===== src/rtl/showing_ls_byte_pkg.sv =====
// Shared types and constants for the LS-byte decimal display driver.
package showing_ls_byte_pkg;

  typedef logic [6:0] seg7_t;

  localparam seg7_t SEG_BLANK = 7'h7F;

  // Active-low {g,f,e,d,c,b,a} patterns for digits 0-9.
  localparam seg7_t SEG_DIGIT [0:9] = '{
    7'h40, 7'h79, 7'h24, 7'h30, 7'h19,
    7'h12, 7'h02, 7'h78, 7'h00, 7'h10
  };

  localparam int BYTE_LSB = 0;
  localparam int BYTE_W   = 8;

  // Any code above 9 decodes to blank; this one is used for leading-zero suppression.
  localparam logic [3:0] DIGIT_BLANK = 4'hF;

endpackage


===== src/rtl/showing_ls_byte_if.sv =====
// Result-word input and three 7-segment outputs of the display driver.
interface showing_ls_byte_if
  import showing_ls_byte_pkg::*;
#(
  parameter int DATA_W = 128
);

  logic [DATA_W-1:0] data_in;
  seg7_t             Seg1;
  seg7_t             Seg2;
  seg7_t             Seg3;

  modport master (output data_in, input Seg1, Seg2, Seg3);
  modport slave  (input data_in, output Seg1, Seg2, Seg3);

endinterface


===== src/rtl/showing_ls_byte_seg7_decode.sv =====
// Digit (0-9) to active-low 7-segment pattern, combinational; codes 10-15 show blank.
// No state, no backpressure.
module seg7_decode
  import showing_ls_byte_pkg::*;
(
  input  logic [3:0] digit,
  output seg7_t      seg
);

  always_comb begin
    seg = SEG_BLANK;
    for (int i = 0; i < 10; i++) begin
      if (digit == 4'(i)) seg = SEG_DIGIT[i];
    end
  end

endmodule


===== src/rtl/showing_ls_byte.sv =====
// Shows data_in[7:0] as three decimal 7-seg digits; 2-clock latency, one byte per clock, no backpressure.
// Optional leading-zero blanking: SHOWING_LS_BYTE_ZERO_BLANK_EN.
module showing_ls_byte
  import showing_ls_byte_pkg::*;
#(
  parameter int DATA_W = 128
)
(
  input  logic             clk,
  input  logic             reset,
  showing_ls_byte_if.slave bus
);

  logic [DATA_W-1:0] word_unused;
  logic [BYTE_W-1:0] byte_q;
  logic              cap_vld;
  logic [1:0]        hund;
  logic [6:0]        rem;
  logic [3:0]        tens;
  logic [3:0]        units;
  logic [3:0]        d1;
  logic [3:0]        d2;
  logic [3:0]        d3;
  seg7_t             seg1_d;
  seg7_t             seg2_d;
  seg7_t             seg3_d;
  seg7_t             seg1_q;
  seg7_t             seg2_q;
  seg7_t             seg3_q;

  assign word_unused = bus.data_in;

  // cap_vld keeps the outputs blank until a post-reset byte has actually been captured.
  always_ff @(posedge clk or negedge reset) begin
    if (!reset) begin
      byte_q  <= '0;
      cap_vld <= 1'b0;
    end else begin
      byte_q  <= bus.data_in[BYTE_LSB +: BYTE_W];
      cap_vld <= 1'b1;
    end
  end

  always_comb begin
    hund = 2'd0;
    rem  = byte_q[6:0];
    if (byte_q >= 8'd200) begin
      hund = 2'd2;
      rem  = 7'(byte_q - 8'd200);
    end else if (byte_q >= 8'd100) begin
      hund = 2'd1;
      rem  = 7'(byte_q - 8'd100);
    end
    tens  = 4'(rem / 7'd10);
    units = 4'(rem % 7'd10);
  end

  always_comb begin
    d1 = {2'b00, hund};
    d2 = tens;
    d3 = units;
`ifdef SHOWING_LS_BYTE_ZERO_BLANK_EN
    if (byte_q < 8'd100) d1 = DIGIT_BLANK;
    if (byte_q < 8'd10)  d2 = DIGIT_BLANK;
`endif
  end

  seg7_decode u_dec_hund  (.digit(d1), .seg(seg1_d));
  seg7_decode u_dec_tens  (.digit(d2), .seg(seg2_d));
  seg7_decode u_dec_units (.digit(d3), .seg(seg3_d));

  always_ff @(posedge clk or negedge reset) begin
    if (!reset) begin
      seg1_q <= SEG_BLANK;
      seg2_q <= SEG_BLANK;
      seg3_q <= SEG_BLANK;
    end else if (cap_vld) begin
      seg1_q <= seg1_d;
      seg2_q <= seg2_d;
      seg3_q <= seg3_d;
    end
  end

  assign bus.Seg1 = seg1_q;
  assign bus.Seg2 = seg2_q;
  assign bus.Seg3 = seg3_q;

endmodule


===== src/flat_wrapper.sv =====
// flat-port wrapper written by rule: the top's interface ports become plain ports
module showing_ls_byte_flat import showing_ls_byte_pkg::*;
#(
  parameter int DATA_W = 128
)
  (clk, reset, bus_data_in, bus_Seg1, bus_Seg2, bus_Seg3);
  showing_ls_byte_if #(.DATA_W(DATA_W)) bus_i ();
  input  logic clk;
  input  logic reset;
  input wire logic [$bits(bus_i.data_in)-1:0] bus_data_in;
  output wire logic [$bits(bus_i.Seg1)-1:0] bus_Seg1;
  output wire logic [$bits(bus_i.Seg2)-1:0] bus_Seg2;
  output wire logic [$bits(bus_i.Seg3)-1:0] bus_Seg3;
  assign bus_i.data_in = bus_data_in;
  assign bus_Seg1 = bus_i.Seg1;
  assign bus_Seg2 = bus_i.Seg2;
  assign bus_Seg3 = bus_i.Seg3;
  showing_ls_byte #(.DATA_W(DATA_W)) u_core (.clk(clk), .reset(reset), .bus(bus_i));
endmodule

===== config.mk =====
export PLATFORM = sky130hd
export DESIGN_NAME = showing_ls_byte_flat
export DESIGN_NICKNAME = d
export VERILOG_FILES = /design/src/rtl/showing_ls_byte_pkg.sv /design/src/rtl/showing_ls_byte_if.sv /design/src/rtl/showing_ls_byte_seg7_decode.sv /design/src/rtl/showing_ls_byte.sv /design/src/flat_wrapper.sv
export SDC_FILE = /design/constraint.sdc
export NUM_CORES = 1
export LEC_CHECK = 0
export CAP_MARGIN = 20
export CORE_MARGIN = 1
export CORE_UTILIZATION = 33
export CTS_CLUSTER_SIZE = 28
export DETAILED_ROUTE_END_ITERATION = 10
export PLACE_DENSITY_LB_ADDON = 0.2
export SLEW_MARGIN = 20
export SYNTH_ARGS = -nofsm -noshare
export SYNTH_HDL_FRONTEND = slang
export SYNTH_SLANG_ARGS = --single-unit

===== constraint.sdc =====
create_clock -name clk -period 9.2 [get_ports clk]
set_input_delay 1.38 -clock clk [delete_from_list [all_inputs] [get_ports clk]]
set_output_delay 1.38 -clock clk [all_outputs]
set_load 0.02 [all_outputs]

==> results.json, run 1 <==
{
  "setup.worst_path.start": "u_core.byte_q[2]",
  "grt_pass1_wl_mm": 8.618,
  "power_switching_uw": 192.6,
  "routed_wirelength_mm": 4.971,
  "cts_resized": 0,
  "dp_hpwl_mm": 3.735,
  "grt_pass1_vias": 1835,
  "die-area_mm2": 0.006992,
  "max_cap_violations": 0,
  "drv_slew": 0,
  "clock_latency_ns": 0.28,
  "netlist_area_mm2": 0.002198,
  "power_density_mw_per_mm2": 202.8,
  "dp.cells": 346,
  "syn_inst": 249,
  "synth_warnings": 0,
  "sequentialPowerShare": 0.346,
  "die_w_um": 83.62,
  "ios": 151,
  "gp_congestion": 0.8437,
  "instances_no_fill": 350,
  "rr_startpoint": "u_core.byte_q[2]",
  "grt_overflow": 0,
  "syn_nets": 385,
  "yosys-top-cells-count": "20 x nand2_1, 20 x nor2_1, 19 x dfstp_2, 14 x o21ai_0",
  "cts_sinks": 28,
  "synth_edf_count": 0,
  "rsz0062_at_grt": "false",
  "htree_levels": 1,
  "internal_power_uw": 336.3,
  "fin_skew_ns": 0.01087,
  "tns_ns": 0,
  "antenna_found_initial": 0,
  "cts_tree": "built",
  "worst_pin_slew_ns": 0.7186,
  "peakVddDrop_mv": 0.1207,
  "grt_max_degree": 29,
  "synth.area.top_cells": "dfstp_2 23%, dfrtp_1 10%, ha_1 3.4%",
  "clk_path_buf_depth": 2,
  "seq_area_frac_synth": 0.3295,
  "grt_usage": 0.1481,
  "rows": 29,
  "async_flop_share": 1.000,
  "port_buffers": 30,
  "worstSetupEndpointType": "flip-flop",
  "slew_headroom": 0.5209,
  "drtAntennaViolNets": 0,
  "drc": 0,
  "ys_ff_latch": 28,
  "first_iter_violations": 66,
  "synth_top_area_share": 0.2271,
  "syn-mean-instance-area_um2": 8.829,
  "hold_viol_final": 0,
  "path_clk_slew_ns": 0.10,
  "reg2reg_depth": 17,
  "viasPerCell": 5.569,
  "initial_core_util": 0.3442,
  "path_class": "flip-flop to flip-flop",
  "critPathCapture": "u_core.bus.Seg3[5]",
  "fmax_mhz": 214.6,
  "critPathArrivalTime_ns": 4.85,
  "drt_pass1_iterations": 4,
  "cts-buffers-inserted": 3,
  "drive_gt1_frac": 0.1685,
  "postCtsHoldBufs": 0,
  "num_vias": 1949,
  "syn_to_final_growth_pct": 18.67,
  "final-setup-viol-count": 0,
  "nets": 410,
  "r2r_slack_ns": 4.54,
  "post-synth-top-area-cell": "dfstp_2",
  "r2r_end": "u_core.bus.Seg3[5]",
  "postCtsSetupBuffers": 0,
  "cts-root-buf": "clkbuf_8",
  "cp_max_fo": 9,
  "dieHeight_um": 83.62,
  "clockPowerShare": 0.185,
  "cp-start-kind": "flip-flop",
  "avgRoutedWirePerCell_um": 14.20,
  "netSwitchingFraction": 0.3641,
  "finalCritPeriodShare": 0.5066,
  "synth_cell_types": 71,
  "diodes": 0,
  "outcome": "finished clean",
  "min_period_ns": 4.661,
  "combPwrFrac": 0.469,
  "synth_top_flop_cell": "dfstp_2",
  "required_ns": 9.39,
  "hold_path_depth": 2,
  "min_path_type": "flip-flop to flip-flop",
  "design.core.area_mm2": 0.006386,
  "p_leak_nw": 0.9934
}
==> worst min-delay path by stage <==
stage	from	endpoint	slack, ns
after floorplan	u_core.bus.Seg2[1]	u_core.bus.Seg2[1]	0.50
after global placement	u_core.bus.Seg2[1]	u_core.bus.Seg2[1]	0.46
after detailed placement	u_core.bus.Seg2[1]	u_core.bus.Seg2[1]	0.46
after CTS	u_core.bus.Seg2[1]	u_core.bus.Seg2[1]	0.48
after global routing	u_core.bus.Seg2[1]	u_core.bus.Seg2[1]	0.50
final	u_core.bus.Seg2[2]	u_core.bus.Seg2[2]	0.48
==> power by group through the flow <==
stage / Clock, mW / Sequential [mW] / Combinational [mW]
finish: 0.0981 / 0.183 / 0.248
global route: 0.106 / 0.188 / 0.272
CTS: 0.101 / 0.184 / 0.249
detailed placement: 0 / 0.186 / 0.248
global placement: 0 / 0.185 / 0.247
floorplan: 0 / 0.212 / 0.144
==> cells by family after synthesis <==
| logic type | share of synthesized area |
|---|---|
| DFF | 0.3295 |
| other | 0.001706 |
| buffers and inverters | 0.05862 |
| xor gates and xnor gates | 0.02390 |
| AOI/OAI and AO/OA | 0.3227 |
| adders and majority gates | 0.03415 |
| and+or+nand+nor | 0.1981 |
| muxes | 0.03130 |
==> layout by cell type, fill, tap and decap left out, drive strengths merged, types with 4 or more instances in the layout <==
cell,netlist,layout
a211oi,4,4
a21oi,16,16
a221oi,4,4
a31oi,9,9
and2,6,6
clkdlybuf4s50,0,30
dfrtp,9,9
dfstp,19,19
ha,6,6
inv,13,13
mux2,4,4
nand2,20,20
nand2b,7,7
nand3,7,7
nor2,21,21
nor3,8,8
o211ai,4,4
o21ai,18,18
xnor2,6,6
==> through the flow <==
| step | util | hold WS [ns] | cell area (um^2) | power [mW] | worst slack [ns] |
|---|---|---|---|---|---|
| after floorplan | - | 0.5010 | 2198 | 0.3559 | 5.111 |
| after global placement | 0.3973 | 0.4642 | 2537 | 0.4328 | 4.536 |
| after detailed placement | 0.3973 | 0.4635 | 2537 | 0.4341 | 4.595 |
| after CTS | 0.4085 | 0.4823 | 2609 | 0.5334 | 4.581 |
| after global routing | 0.4085 | 0.4952 | 2609 | 0.5658 | 4.120 |
| final | 0.4085 | 0.4783 | 2609 | 0.5290 | 4.539 |
==> flip-flops by register name (all words and copies together) (netlist names) <==
signal / count
u_core.bus.Seg1: 5
u_core.bus.Seg2: 7
u_core.byte_q: 8
u_core.cap_vld: 1
u_core.bus.Seg3: 7
==> critical path, cell delays in order (launching register included) <==
cell and delay [ns]:
dfrtp_1 0.51, inv_1 0.27, ha_1 0.18, or3b_4 0.41
a21oi_4 0.29, a21oi_2 0.13, a221oi_2 0.48, xnor2_1 0.17
nor3_1 0.31, or3_1 0.22, inv_1 0.08, ha_1 0.27
or4_1 0.56, nand2_1 0.10, o21ai_1 0.07, o21ai_2 0.14
a21boi_0 0.14, o32ai_1 0.25
==> routing by layer <==
metal / wire [um] / GRT usage / part of all wire / vias to the layer above
met2: 2401 / 0.2594 / 0.48 / 54
met4: 25 / 0.02311 / 0.0050 / 0
met3: 229 / 0.02374 / 0.046 / 2
li1: - / - / - / 979
met5: 0 / 0 / 0 / -
met1: 2316 / 0.1950 / 0.47 / 914
==> area by class of cell <==
cell class	instances	area, um^2
clock buffer	3	41.29
timing repair buffer	33	322.8
clock inverter	1	30.03
sequential	28	724.4
inverter	13	48.80
multi-input combinational	195	1345
tap	77	96.34
fill	672	3777
No activity file was read; power rests on OpenSTA's default activity.
==> inputs of run 2 (changes only) <==
--- a/config.mk
+++ b/config.mk
@@ -7,7 +7,7 @@
 export LEC_CHECK = 0
 export CAP_MARGIN = 20
 export CORE_MARGIN = 1
-export CORE_UTILIZATION = 33
+export CORE_UTILIZATION = 32
 export CTS_CLUSTER_SIZE = 28
 export DETAILED_ROUTE_END_ITERATION = 10
 export PLACE_DENSITY_LB_ADDON = 0.2
==> constraint.sdc (replaced) <==
create_clock -name clk -period 3.75 [get_ports clk]
set_input_delay 0.5625 -clock clk [delete_from_list [all_inputs] [get_ports clk]]
set_output_delay 0.5625 -clock clk [all_outputs]
set_load 0.02 [all_outputs]
==> run 2 against run 1 <==
  * The flow now finishes with violations (DRC)
  * Flip-flop and latch count unchanged
  * Non-clock buffer count is 61 higher
  * Critical path type unchanged
  * Cell count up 17%
  * Maximum frequency rose by 26%
  * Largest power group unchanged
  * Die area increased by 3.0%
  * Register-to-register slack worse by 4.5 ns
  * Clock power is 140% higher
  * Clock skew is 0.0039 ns lower
  * Sequential share of layout area shrank 5.5 points
  * Critical path depth stayed put
  * Setup slack lost 4.5 ns
  * Worst hold slack lost 0.21 ns
==> results.json, run 2 (synthesized netlist as in run 1, its figures left out) <==
{
  "largest_register_ffs": 8,
  "regMostFlops": "u_core.byte_q",
  "dp_hpwl_mm": 4.264,
  "path_class": "flip-flop to flip-flop",
  "antenna_found_initial": 0,
  "grt_pass1_wl_mm": 9.832,
  "first_iter_violations": 109,
  "drtAntennaViolNets": 0,
  "min_period_ns": 3.710,
  "min_path_type": "input pin to asynchronous set/reset pin",
  "clock_latency_ns": 0.27,
  "diodes": 0,
  "nets": 471,
  "multi_input_area_mm2": 0.001535,
  "syn_to_final_growth_pct": 48.32,
  "tns_ns": 0,
  "seq_area_um2": 725.7,
  "drc": 1,
  "hold_viol_final": 0,
  "critPathArrivalTime_ns": 3.91,
  "cts-buffers-inserted": 3,
  "fmax_mhz": 269.5,
  "grt_pass1_vias": 2165,
  "max_cap_violations": 0,
  "layout_common_cells": "64 x buf_4, 29 x clkdlybuf4s50_1, 20 x nand2_1, 19 x nor2_1, 19 x dfstp_2",
  "postCtsHoldBufs": 0,
  "finalCritPeriodShare": 0.9895,
  "p_leak_nw": 1.339,
  "mostFrequentLayoutCell": "buf_4",
  "initial_core_util": 0.3385,
  "power_switching_uw": 528.2,
  "path_clk_slew_ns": 0.10,
  "final-setup-viol-count": 0,
  "worstSetupEndpointType": "flip-flop",
  "grt_usage": 0.1634,
  "cts_sinks": 28,
  "sequentialPowerShare": 0.298,
  "clk_path_buf_depth": 2,
  "combPwrFrac": 0.545,
  "cp_max_fo": 8,
  "internal_power_uw": 967.9,
  "drt_pass1_iterations": 9,
  "gp_congestion": 0.8327,
  "cts-root-buf": "clkbuf_8",
  "outcome": "finished with violations",
  "drv_slew": 0,
  "htree_levels": 1,
  "rows": 29,
  "ios": 151,
  "slew_headroom": 0.5962,
  "port_buffers": 30,
  "cp-start-kind": "flip-flop",
  "power_density_mw_per_mm2": 458.8,
  "viasPerCell": 5.384,
  "grt_overflow": 0,
  "violations": "DRC",
  "avgRoutedWirePerCell_um": 13.45,
  "netSwitchingFraction": 0.3531,
  "rsz0062_at_grt": "true",
  "design.core.area_mm2": 0.006495,
  "peakVddDrop_mv": 0.2366,
  "cts_tree": "built",
  "worst_pin_slew_ns": 0.5981,
  "routed_wirelength_mm": 5.530,
  "drive_gt1_frac": 0.4012,
  "dieHeight_um": 84.89,
  "die-area_mm2": 0.007205,
  "fin_hold_ws_ns": 0.2671,
  "required_ns": 3.95,
  "num_vias": 2213,
  "grt_max_degree": 25,
  "die_w_um": 84.89,
  "fill_cells": 622,
  "fin_skew_ns": 0.006945,
  "clockPowerShare": 0.157
}
## run 2: changes by cell type in the layout (fill, tap and decap cells not counted), sizes merged
| cell | delta |
|---|---|
| clkinv | +1 |
| buf | +62 |
| clkdlybuf4s50 | -1 |
| inv | -1 |
## run 2: area by class of cell
class                   instances  share of cell area
multi-input cells             195              0.4708
repair buffers                 94              0.2379
flip-flops and latches         28              0.2226
well taps                      77             0.02955
inverters                      13             0.01727
clock buffers                   3             0.01266
clock inverters                 1            0.009210
## run 2: repair_timing
item	in CTS	in global routing
pin swaps	1	20
buffers inserted	2	8
cloned	0	0
resized for setup	8	22
setup endpoints to repair	13	14
## run 2: final timing paths
check                                   start  depth (start not counted)  slack, ns                  to
min                                     reset                          1       0.27      u_core.cap_vld
min reg2reg                u_core.bus.Seg2[1]                          2       0.47  u_core.bus.Seg2[1]
min in group clk           u_core.bus.Seg2[1]                          2       0.47  u_core.bus.Seg2[1]
max in group asynchronous               reset                          2       2.93  u_core.bus.Seg2[4]
max                          u_core.byte_q[2]                         17       0.04  u_core.bus.Seg3[1]
max reg2reg                  u_core.byte_q[2]                         17       0.04  u_core.bus.Seg3[1]
## run 2: metal layers
metal,global-route usage,vias up,part of all wire
met4,0.02311,0,0.012
met3,0.02432,4,0.038
li1,-,1106,-
met1,0.2113,1046,0.45
met5,0,-,0
met2,0.2956,57,0.50
## run 2: power by group through the flow
stage / registers, mW / clock network (mW) / logic (mW)
5_1_grt: 0.454 / 0.255 / 0.888
3_3_place_gp: 0.449 / 0 / 0.733
3_5_place_dp: 0.451 / 0 / 0.737
6_report: 0.446 / 0.234 / 0.816
2_1_floorplan: 0.521 / 0 / 0.377
4_1_cts: 0.446 / 0.245 / 0.757
## run 2: critical path, cell delays in order, from the launching register on
cell and delay, ns:
dfrtp_2 0.45, clkinv_4 0.07, ha_4 0.10, or3b_4 0.41, a21oi_4 0.27, a311oi_2 0.07, or3_4 0.44, o211ai_2 0.16
a21oi_2 0.08, or3_4 0.40, inv_4 0.07, ha_4 0.17, a311o_1 0.16, nand2_1 0.09, o21ai_2 0.18, o21ai_4 0.11
o21bai_4 0.18, a221oi_2 0.21
## run 2: metrics by stage
| step | instance area [um^2] | cells | power, mW | setup slack (ns) | util |
|---|---|---|---|---|---|
| floorplan | 2266 | 249 | 0.8975 | 0.002330 | - |
| global placement | 2978 | 397 | 1.182 | -0.1658 | 0.4585 |
| detailed placement | 2978 | 397 | 1.188 | -0.1948 | 0.4585 |
| CTS | 3104 | 403 | 1.448 | 0.001732 | 0.4779 |
| global route | 3261 | 411 | 1.598 | -0.1456 | 0.5020 |
| finish | 3261 | 411 | 1.496 | 0.03956 | 0.5020 |
==> inputs of run 3 (changes only) <==
--- a/config.mk
+++ b/config.mk
@@ -6,8 +6,10 @@
 export NUM_CORES = 1
 export LEC_CHECK = 0
 export CAP_MARGIN = 20
+export CELL_PAD_IN_SITES_DETAIL_PLACEMENT = 2
+export CELL_PAD_IN_SITES_GLOBAL_PLACEMENT = 2
 export CORE_MARGIN = 1
-export CORE_UTILIZATION = 32
+export CORE_UTILIZATION = 17
 export CTS_CLUSTER_SIZE = 28
 export DETAILED_ROUTE_END_ITERATION = 10
 export PLACE_DENSITY_LB_ADDON = 0.2
==> run 3 against run 2 <==
  * The run ends with setup timing left
  * Global-route usage is 4.0 points lower
  * Sequential share of layout area is 2.2 points lower
  * Non-clock buffer count is 16 higher
  * Critical path depth stayed put
  * Maximum frequency is 1.2% lower
  * Design area is 11% higher
  * Register-to-register slack worse by 0.05 ns
  * Via count is 4.7% higher
  * First-iteration DRC count is 54% lower
==> results.json, run 3 (synthesized netlist as in run 1, its figures left out) <==
{
  "critPathTopFamily": "compound AO/OA/AOI/OAI gates",
  "nets": 487,
  "cp_max_fo": 5,
  "fill_cells": 1457,
  "power_mw": 1.664,
  "p_leak_nw": 1.446,
  "mostFrequentLayoutCell": "buf_4",
  "worst_pin_slew_ns": 0.5715,
  "clk_path_buf_depth": 2,
  "finalCritPeriodShare": 1.002,
  "crit_path_cell_trace": "clkinv_4 -> ha_4 -> or3b_4 -> a21o_1 -> a22o_1 -> a221oi_2 -> buf_4 -> xnor2_4 -> nor3_2 -> or3_4 -> inv_4 -> ha_4 -> buf_12 -> mux2_4 -> and2_4 -> a32o_2 -> a31oi_1",
  "fin_hold_ws_ns": 0.4621,
  "power_density_mw_per_mm2": 458.5,
  "clock_latency_ns": 0.28,
  "drtAntennaViolNets": 0,
  "cp_slowest_stage_delay_ns": 0.43,
  "first_iter_violations": 50,
  "largest_register_ffs": 8,
  "cts_tree": "built",
  "antenna_found_initial": 0,
  "path_buf_inv": 4,
  "seq_area_um2": 728.2,
  "tns_ns": -0.006004,
  "syn_to_final_growth_pct": 65.05,
  "grt_usage": 0.1234,
  "die-area_mm2": 0.01339,
  "drive_gt1_frac": 0.4686,
  "dieHeight_um": 115.7,
  "cpMostUsedCell": "ha_4",
  "violations": "setup timing",
  "gp_congestion": 0.7560,
  "design.core.area_mm2": 0.01262,
  "htree_levels": 1,
  "drt_pass1_iterations": 4,
  "cts-root-buf": "clkbuf_16",
  "cts-buffers-inserted": 3,
  "port_buffers": 30,
  "slew_headroom": 0.6178,
  "die_w_um": 115.7,
  "num_vias": 2316,
  "dp_hpwl_mm": 6.154,
  "worstSetupEndpointType": "flip-flop",
  "final-setup-viol-count": 1,
  "place_ws_ns": -0.2907,
  "viasPerCell": 4.437,
  "rows": 41,
  "path_class": "flip-flop to flip-flop",
  "grt_max_degree": 22,
  "min_path_type": "flip-flop to flip-flop",
  "fmax_mhz": 266.2,
  "initial_core_util": 0.1742,
  "peakVddDrop_mv": 0.1438,
  "rsz0062_at_grt": "true",
  "drv_slew": 0,
  "grt_pass1_vias": 2471,
  "outcome": "finished with violations",
  "cpMaxStageDelayCell": "dfrtp_2",
  "diodes": 0,
  "path_clk_slew_ns": 0.08,
  "fin_util": 0.2875,
  "required_ns": 3.95,
  "multi_input_area_mm2": 0.001592,
  "finalWorstSetupSlack_ns": -0.006004,
  "avgRoutedWirePerCell_um": 15.02,
  "grt_overflow": 0,
  "critPathArrivalTime_ns": 3.96,
  "grt_pass1_wl_mm": 12.75,
  "max_cap_violations": 0,
  "drc": 0,
  "min_period_ns": 3.756,
  "fin_skew_ns": 0.005713,
  "cp-start-kind": "flip-flop",
  "routed_wirelength_mm": 7.843,
  "postCtsHoldBufs": 0,
  "layout_common_cells": "75 x buf_4, 30 x clkdlybuf4s50_1, 19 x nand2_1, 19 x nor2_1, 19 x dfstp_2",
  "ios": 151,
  "regMostFlops": "u_core.byte_q",
  "cts_sinks": 28,
  "hold_viol_final": 0
}
==> run 3: per-layer routing <==
metal  track usage  vias to the layer above  share of wire
li1              -                     1135              -
met1        0.1456                     1147           0.42
met2        0.2375                       28           0.55
met3       0.02249                        6          0.020
met4       0.01282                        0         0.0051
met5             0                        -              0
==> run 3: worst min-delay path, delay by kind of cell, from the launching register on <==
| family | cells | cell delay, ns |
|---|---|---|
| flip-flops | 1 | 0.37 |
| buffers and inverters | 1 | 0.05 |
| AO/OA/AOI/OAI | 1 | 0.05 |
==> run 3: repair_timing <==
action                     in CTS  in global routing
setup endpoints to repair      13                 13
buffers inserted               10                  6
resized for setup              23                 29
pin swaps                      12                 20
cloned                          0                  0
==> run 3: where the power goes <==
group	internal, mW	switching, mW	total [mW]
Clock	0.187	0.122	0.309
Combinational	0.469	0.441	0.910
Sequential	0.405	0.0405	0.445
==> run 3: worst paths after layout <==
| kind | from | depth (start not counted) | slack, ns | endpoint |
|---|---|---|---|---|
| max | u_core.byte_q[2] | 17 | -0.006 | u_core.bus.Seg3[3] |
| min in group asynchronous | reset | 1 | 0.65 | u_core.cap_vld |
| min | u_core.bus.Seg2[2] | 2 | 0.46 | u_core.bus.Seg2[2] |
| max reg2reg | u_core.byte_q[2] | 17 | -0.006 | u_core.bus.Seg3[3] |
| max in group asynchronous | reset | 2 | 2.37 | u_core.bus.Seg1[5] |
| min reg2reg | u_core.bus.Seg2[2] | 2 | 0.46 | u_core.bus.Seg2[2] |
==> run 3: through the flow <==
step | cell area [um^2] | instances
after global placement | 3199 | 504
after detailed placement | 3199 | 504
after CTS | 3476 | 518
after floorplan | 2266 | 249
final | 3628 | 522
after global routing | 3628 | 522
==> run 3: layout make-up <==
type / count / share of cell area
Sequential cell: 28 / 0.2007
Inverter: 13 / 0.01552
Timing Repair Buffer: 110 / 0.2583
Clock buffer: 4 / 0.02759
Multi-Input combinational cell: 195 / 0.4386
Tap cell: 172 / 0.05931
